**src/rtl/ram_dma_pkg.sv**
```systemverilog
// ram_dma shared types: FSM state and transfer mode encodings.
// Imported by the ram_dma block-transfer initiator.
package ram_dma_pkg;

  typedef enum logic [2:0] {
    ST_IDLE  = 3'd0,
    ST_REQ   = 3'd1,
    ST_READ  = 3'd2,
    ST_WRITE = 3'd3,
    ST_FILL  = 3'd4,
    ST_DONE  = 3'd5
  } dma_state_t;

  typedef enum logic {
    DMA_COPY = 1'b0,
    DMA_FILL = 1'b1
  } dma_mode_t;

endpackage

```
**src/rtl/ram_dma.sv**
```systemverilog
// Block copy/fill initiator for the on-chip ram port.
// Second bus master beside the Z80, arbitrated via bus_req/bus_ack.
module ram_dma
  import ram_dma_pkg::*;
#(
  parameter int ADDR_W = 16,
  parameter int DATA_W = 8,
  parameter int LEN_W  = ADDR_W + 1
) (
  input  logic              clk,
  input  logic              rst_n,
  input  logic              start,
  input  logic              mode,
  input  logic [ADDR_W-1:0] src_addr,
  input  logic [ADDR_W-1:0] dst_addr,
  input  logic [LEN_W-1:0]  len,
  input  logic [DATA_W-1:0] fill_val,
  output logic              busy,
  output logic              done,
  output logic              bus_req,
  input  logic              bus_ack,
  output logic              mem_ena,
  output logic              mem_rd,
  output logic              mem_wr,
  output logic [ADDR_W-1:0] mem_addr,
  output logic [DATA_W-1:0] mem_din,
  input  logic [DATA_W-1:0] mem_dout
);

  dma_state_t        state, state_d;
  dma_mode_t         mode_q;
  logic [ADDR_W-1:0] src_q, dst_q;
  logic [LEN_W-1:0]  rem_q;
  logic [DATA_W-1:0] fill_q;

  logic latch, step_src, step_dst, last;

  assign last = (rem_q == LEN_W'(1));

  always_comb begin
    state_d  = state;
    latch    = 1'b0;
    step_src = 1'b0;
    step_dst = 1'b0;
    unique case (state)
      ST_IDLE: begin
        if (start) begin
          if (len != '0) begin
            latch   = 1'b1;
            state_d = ST_REQ;
          end else begin
            state_d = ST_DONE;
          end
        end
      end
      ST_REQ: begin
        if (bus_ack)
          state_d = (mode_q == DMA_FILL) ? ST_FILL : ST_READ;
      end
      ST_READ: begin
        if (bus_ack) state_d = ST_WRITE;
      end
      ST_WRITE: begin
        // a lost grant may have clobbered dout: re-read same byte
        if (bus_ack) begin
          step_src = 1'b1;
          step_dst = 1'b1;
          state_d  = last ? ST_DONE : ST_READ;
        end else begin
          state_d = ST_READ;
        end
      end
      ST_FILL: begin
        if (bus_ack) begin
          step_dst = 1'b1;
          if (last) state_d = ST_DONE;
        end
      end
      ST_DONE: state_d = ST_IDLE;
      default: state_d = ST_IDLE;
    endcase
  end

  always_ff @(posedge clk or negedge rst_n) begin
    if (!rst_n) begin
      state  <= ST_IDLE;
      mode_q <= DMA_COPY;
      src_q  <= '0;
      dst_q  <= '0;
      rem_q  <= '0;
      fill_q <= '0;
    end else begin
      state <= state_d;
      if (latch) begin
        mode_q <= dma_mode_t'(mode);
        src_q  <= src_addr;
        dst_q  <= dst_addr;
        rem_q  <= len;
        fill_q <= fill_val;
      end else begin
        if (step_src) src_q <= src_q + ADDR_W'(1);
        if (step_dst) begin
          dst_q <= dst_q + ADDR_W'(1);
          rem_q <= rem_q - LEN_W'(1);
        end
      end
    end
  end

  logic st_rd, st_wr, st_fl;

  assign st_rd = (state == ST_READ);
  assign st_wr = (state == ST_WRITE);
  assign st_fl = (state == ST_FILL);

  assign busy    = (state != ST_IDLE);
  assign done    = (state == ST_DONE);
  assign bus_req = (state == ST_REQ) | st_rd | st_wr | st_fl;

  assign mem_ena = bus_ack & (st_rd | st_wr | st_fl);
  assign mem_rd  = bus_ack & st_rd;
  assign mem_wr  = bus_ack & (st_wr | st_fl);

  always_comb begin
    mem_addr = '0;
    mem_din  = '0;
    unique case (1'b1)
      st_rd: mem_addr = src_q;
      st_wr: begin
        mem_addr = dst_q;
        mem_din  = mem_dout;
      end
      st_fl: begin
        mem_addr = dst_q;
        mem_din  = fill_q;
      end
      default: ;
    endcase
  end

endmodule

```
**config.mk**
```make
export PLATFORM = sky130hd
export DESIGN_NAME = ram_dma
export DESIGN_NICKNAME = d
export VERILOG_FILES = /design/src/rtl/ram_dma_pkg.sv /design/src/rtl/ram_dma.sv
export SDC_FILE = /design/constraint.sdc
export NUM_CORES = 1
export LEC_CHECK = 0
export ABC_AREA = 1
export CORE_UTILIZATION = 40
export DETAILED_ROUTE_END_ITERATION = 8
export PLACE_DENSITY = 0.7
export SYNTH_ARGS = -nofsm -noshare
export SYNTH_HDL_FRONTEND = slang
export SYNTH_SLANG_ARGS = --single-unit
```
**constraint.sdc**
```tcl
create_clock -name clk -period 2.5 [get_ports clk]
set_clock_uncertainty 0.1 [all_clocks]
set_input_delay 0.75 -clock clk [delete_from_list [all_inputs] [get_ports clk]]
set_output_delay 0.75 -clock clk [all_outputs]
set_load 0.03 [all_outputs]
```
==> impl_metrics.json <==
{
  "grt_max_degree": 32,
  "synthDistinctLibCells": 31,
  "vias": 4703,
  "cts_buffers": 9,
  "tightest_slew_ns": 0.5453,
  "gp_congestion": 0.8921,
  "totalWireLength_um": 13140,
  "seq_area_frac_synth_pct": 35.61,
  "p_clk_share_pct": 13.9,
  "ctsHoldBuffers": 0,
  "relSlewSlack_pct": 63.51,
  "setup_viol": 11,
  "dieHeight_um": 105.5,
  "arrival_ns": 1.72,
  "slew_violations": 0,
  "hold_path_class": "in2async",
  "max_cap_violations": 0,
  "crit_buf_inv": 2,
  "p_seq_share_pct": 27.1,
  "ioPinCount": 100,
  "setup_ws_ns": -0.07087,
  "synth_area_per_cell_um2": 6.585,
  "postRouteAntennaNets": 0,
  "post_dp_cell_area_um2": 5585,
  "slowest_delay_ns": 0.48,
  "yosysTopAreaCell": "dfrtp_1",
  "rr_endpoint": "dst_q[12]$_DFFE_PN0P_",
  "final_area_um2": 6137,
  "intPower_mw": 3.884,
  "synth_edf_count": 0,
  "clk_pin_slew_worst_paths_ns": 0.07,
  "antenna_found_initial": 0,
  "status": "finished, violations left",
  "async_flop_share_pct": 100.0,
  "clock-sinks": 61,
  "min_period_ns": 2.571,
  "required_ns": 1.65,
  "combPwrFrac_pct": 59.0,
  "rsz0062_at_grt": "yes",
  "p_sw_mw": 3.505,
  "grt_pass1_vias": 4548,
  "portBuffers": 99,
  "synth_fp_nets": 725,
  "reg2reg_depth": 8,
  "synth_top_area_share_pct": 35.61,
  "synthCells": 651,
  "drc": 0,
  "final-hold-violation-count": 0,
  "wl_per_cell_um": 14.19,
  "path_depth": 6,
  "placed_cells": 898,
  "synthFlopType": "dfrtp_1",
  "antennaDiodeCount": 0,
  "path_max_fanout": 6,
  "clock_path_buffers": 2,
  "endpoint_kind": "output port",
  "synthTopCellsByArea": "dfrtp_1 (36%), nand2_1 (20%), nand3_1 (10%)",
  "first_pass_iters": 5,
  "synth-seq-cells": 61,
  "ir_drop_v": 0.0007460,
  "start_util_pct": 41.34,
  "syn_to_final_growth_pct": 43.17,
  "die_w_um": 105.5,
  "p_per_area_nw_per_um2": 1204,
  "ctsRootBufferMaster": "clkbuf_8",
  "p_leak_nw": 3.024,
  "worst-setup-path-type": "reg2out",
  "dieArea_um2": 11130,
  "crit_chain": "nor2_4 > nand2_4 > nand2_8 > clkinvlp_4 > o21ai_2 > buf_6",
  "startpoint_type": "flip-flop",
  "cts_tree": "built",
  "drtIter0Drc": 274,
  "via_per_inst": 5.079,
  "grt_pass1_wl_um": 21490,
  "clock_latency_ns": 0.34,
  "final_cell_mix": "nand2_1 (223), nand3_1 (86), inv_1 (77)",
  "final_common_cell": "nand2_1",
  "clock.fmax_mhz": 389.0,
  "timing.rr.start": "state[0]$_DFFE_PN0P_",
  "violations": "negative setup slack",
  "grt_overflow": 0,
  "yosysWarnings": 0,
  "htree_levels": 3,
  "final_nets": 859,
  "switching_share_pct": 47.43,
  "syn_area_um2": 4287,
  "rows": 37,
  "r2r_setup_slack_ns": 0.50,
  "drive_gt1_share_pct": 16.08,
  "fin_cells": 926,
  "dp_hpwl_um": 9940,
  "core-area_um2": 10370,
  "min_period_over_period_pct": 102.8,
  "slowest_stage": "dfrtp_2",
  "crit_family": "flip-flops",
  "track_usage_pct": 24.38
}
Yosys cell counts (3+ instances only):
cell / number
dfrtp_1: 61
inv_1: 79
o21ai_1: 6
o21ai_0: 13
xnor2_1: 4
xor2_1: 21
ha_1: 4
nand2_1: 226
nand3_1: 87
buf_4: 3
inv_2: 3
nor2_1: 61
o22ai_1: 10
nand2_2: 4
nor3_1: 5
nand4_1: 9
o211ai_1: 6
a21oi_1: 3
or2_0: 6
a22o_1: 11
buf_2: 15
layer usage:
metal	part of all wire [%]	global-route usage (%)	vias up	wire [um]
met3	6.0	4.762	22	783
met5	0	0	-	0
met1	43	30.37	2212	5602
met2	49	42.76	135	6498
met4	2.0	6.944	0	259
li1	-	-	2334	-
power groups by stage:
| stage | sequential, mW | clock (mW) | combinational (mW) |
|---|---|---|---|
| final | 2.00 | 1.03 | 4.36 |
| after global routing | 2.06 | 1.08 | 4.80 |
| after CTS | 1.98 | 1.04 | 4.00 |
| after detailed placement | 1.97 | 0 | 3.83 |
| after global placement | 1.96 | 0 | 3.76 |
| after floorplan | 1.84 | 0 | 2.60 |
kinds of logic after synthesis:
family	Yosys count	share of synthesized area [%]
AND/OR/NAND/NOR	407	40.40
buffers and inverters	103	9.895
flip-flops	61	35.61
AO/OA/AOI/OAI	51	7.822
XOR/XNOR	25	5.108
adder cells (fa/ha/maj)	4	1.168
flip-flops by register name (all words and copies together) (netlist names):
signal and flops:
src_q 16, mode_q 1, fill_q 8, dst_q 16, state 3, rem_q 17
how the worst max path moves through the flow:
stage,from,end,slack (ns)
after floorplan,state[0]$_DFFE_PN0P_,mem_addr[0],-0.02
after global placement,bus_ack,mem_rd,-0.22
after detailed placement,bus_ack,mem_rd,-0.19
after CTS,state[1]$_DFFE_PN0P_,mem_ena,-0.07
after global routing,state[0]$_DFFE_PN0P_,mem_addr[11],-0.13
final,state[0]$_DFFE_PN0P_,mem_addr[2],-0.07
metrics by stage:
stage          setup WS, ns  hold slack, ns  util (%)  total power [mW]  setup TNS [ns]
6_report           -0.07087          0.1959     59.18             7.388         -0.5374
5_1_grt             -0.1301          0.2046     59.18             7.942          -1.799
4_1_cts            -0.06510          0.2026     57.12             7.020         -0.3334
3_5_place_dp        -0.1910          0.3671     53.86             5.804          -1.307
3_3_place_gp        -0.2180          0.3688     53.86             5.712         -0.8026
2_1_floorplan      -0.01774          0.3499         -             4.434         -0.1596
final cells by class:
class	count	area, um^2
Fill cell	972	4233
Multi-Input combinational cell	487	2492
Sequential cell	61	1530
Timing Repair Buffer	142	1386
Inverter	83	324.1
Tap cell	136	170.2
Clock buffer	13	158.9
Clock inverter	3	67.56
Timing Repair inverter	1	7.507
what timing repair did:
item                                    4_1_cts  5_1_grt
gates cloned                                  1        0
buffers inserted                              3        8
pin swaps                                     4        5
gates resized for setup                      26       34
endpoints found under the setup margin       30       27
(Power assumes the default switching activity.)
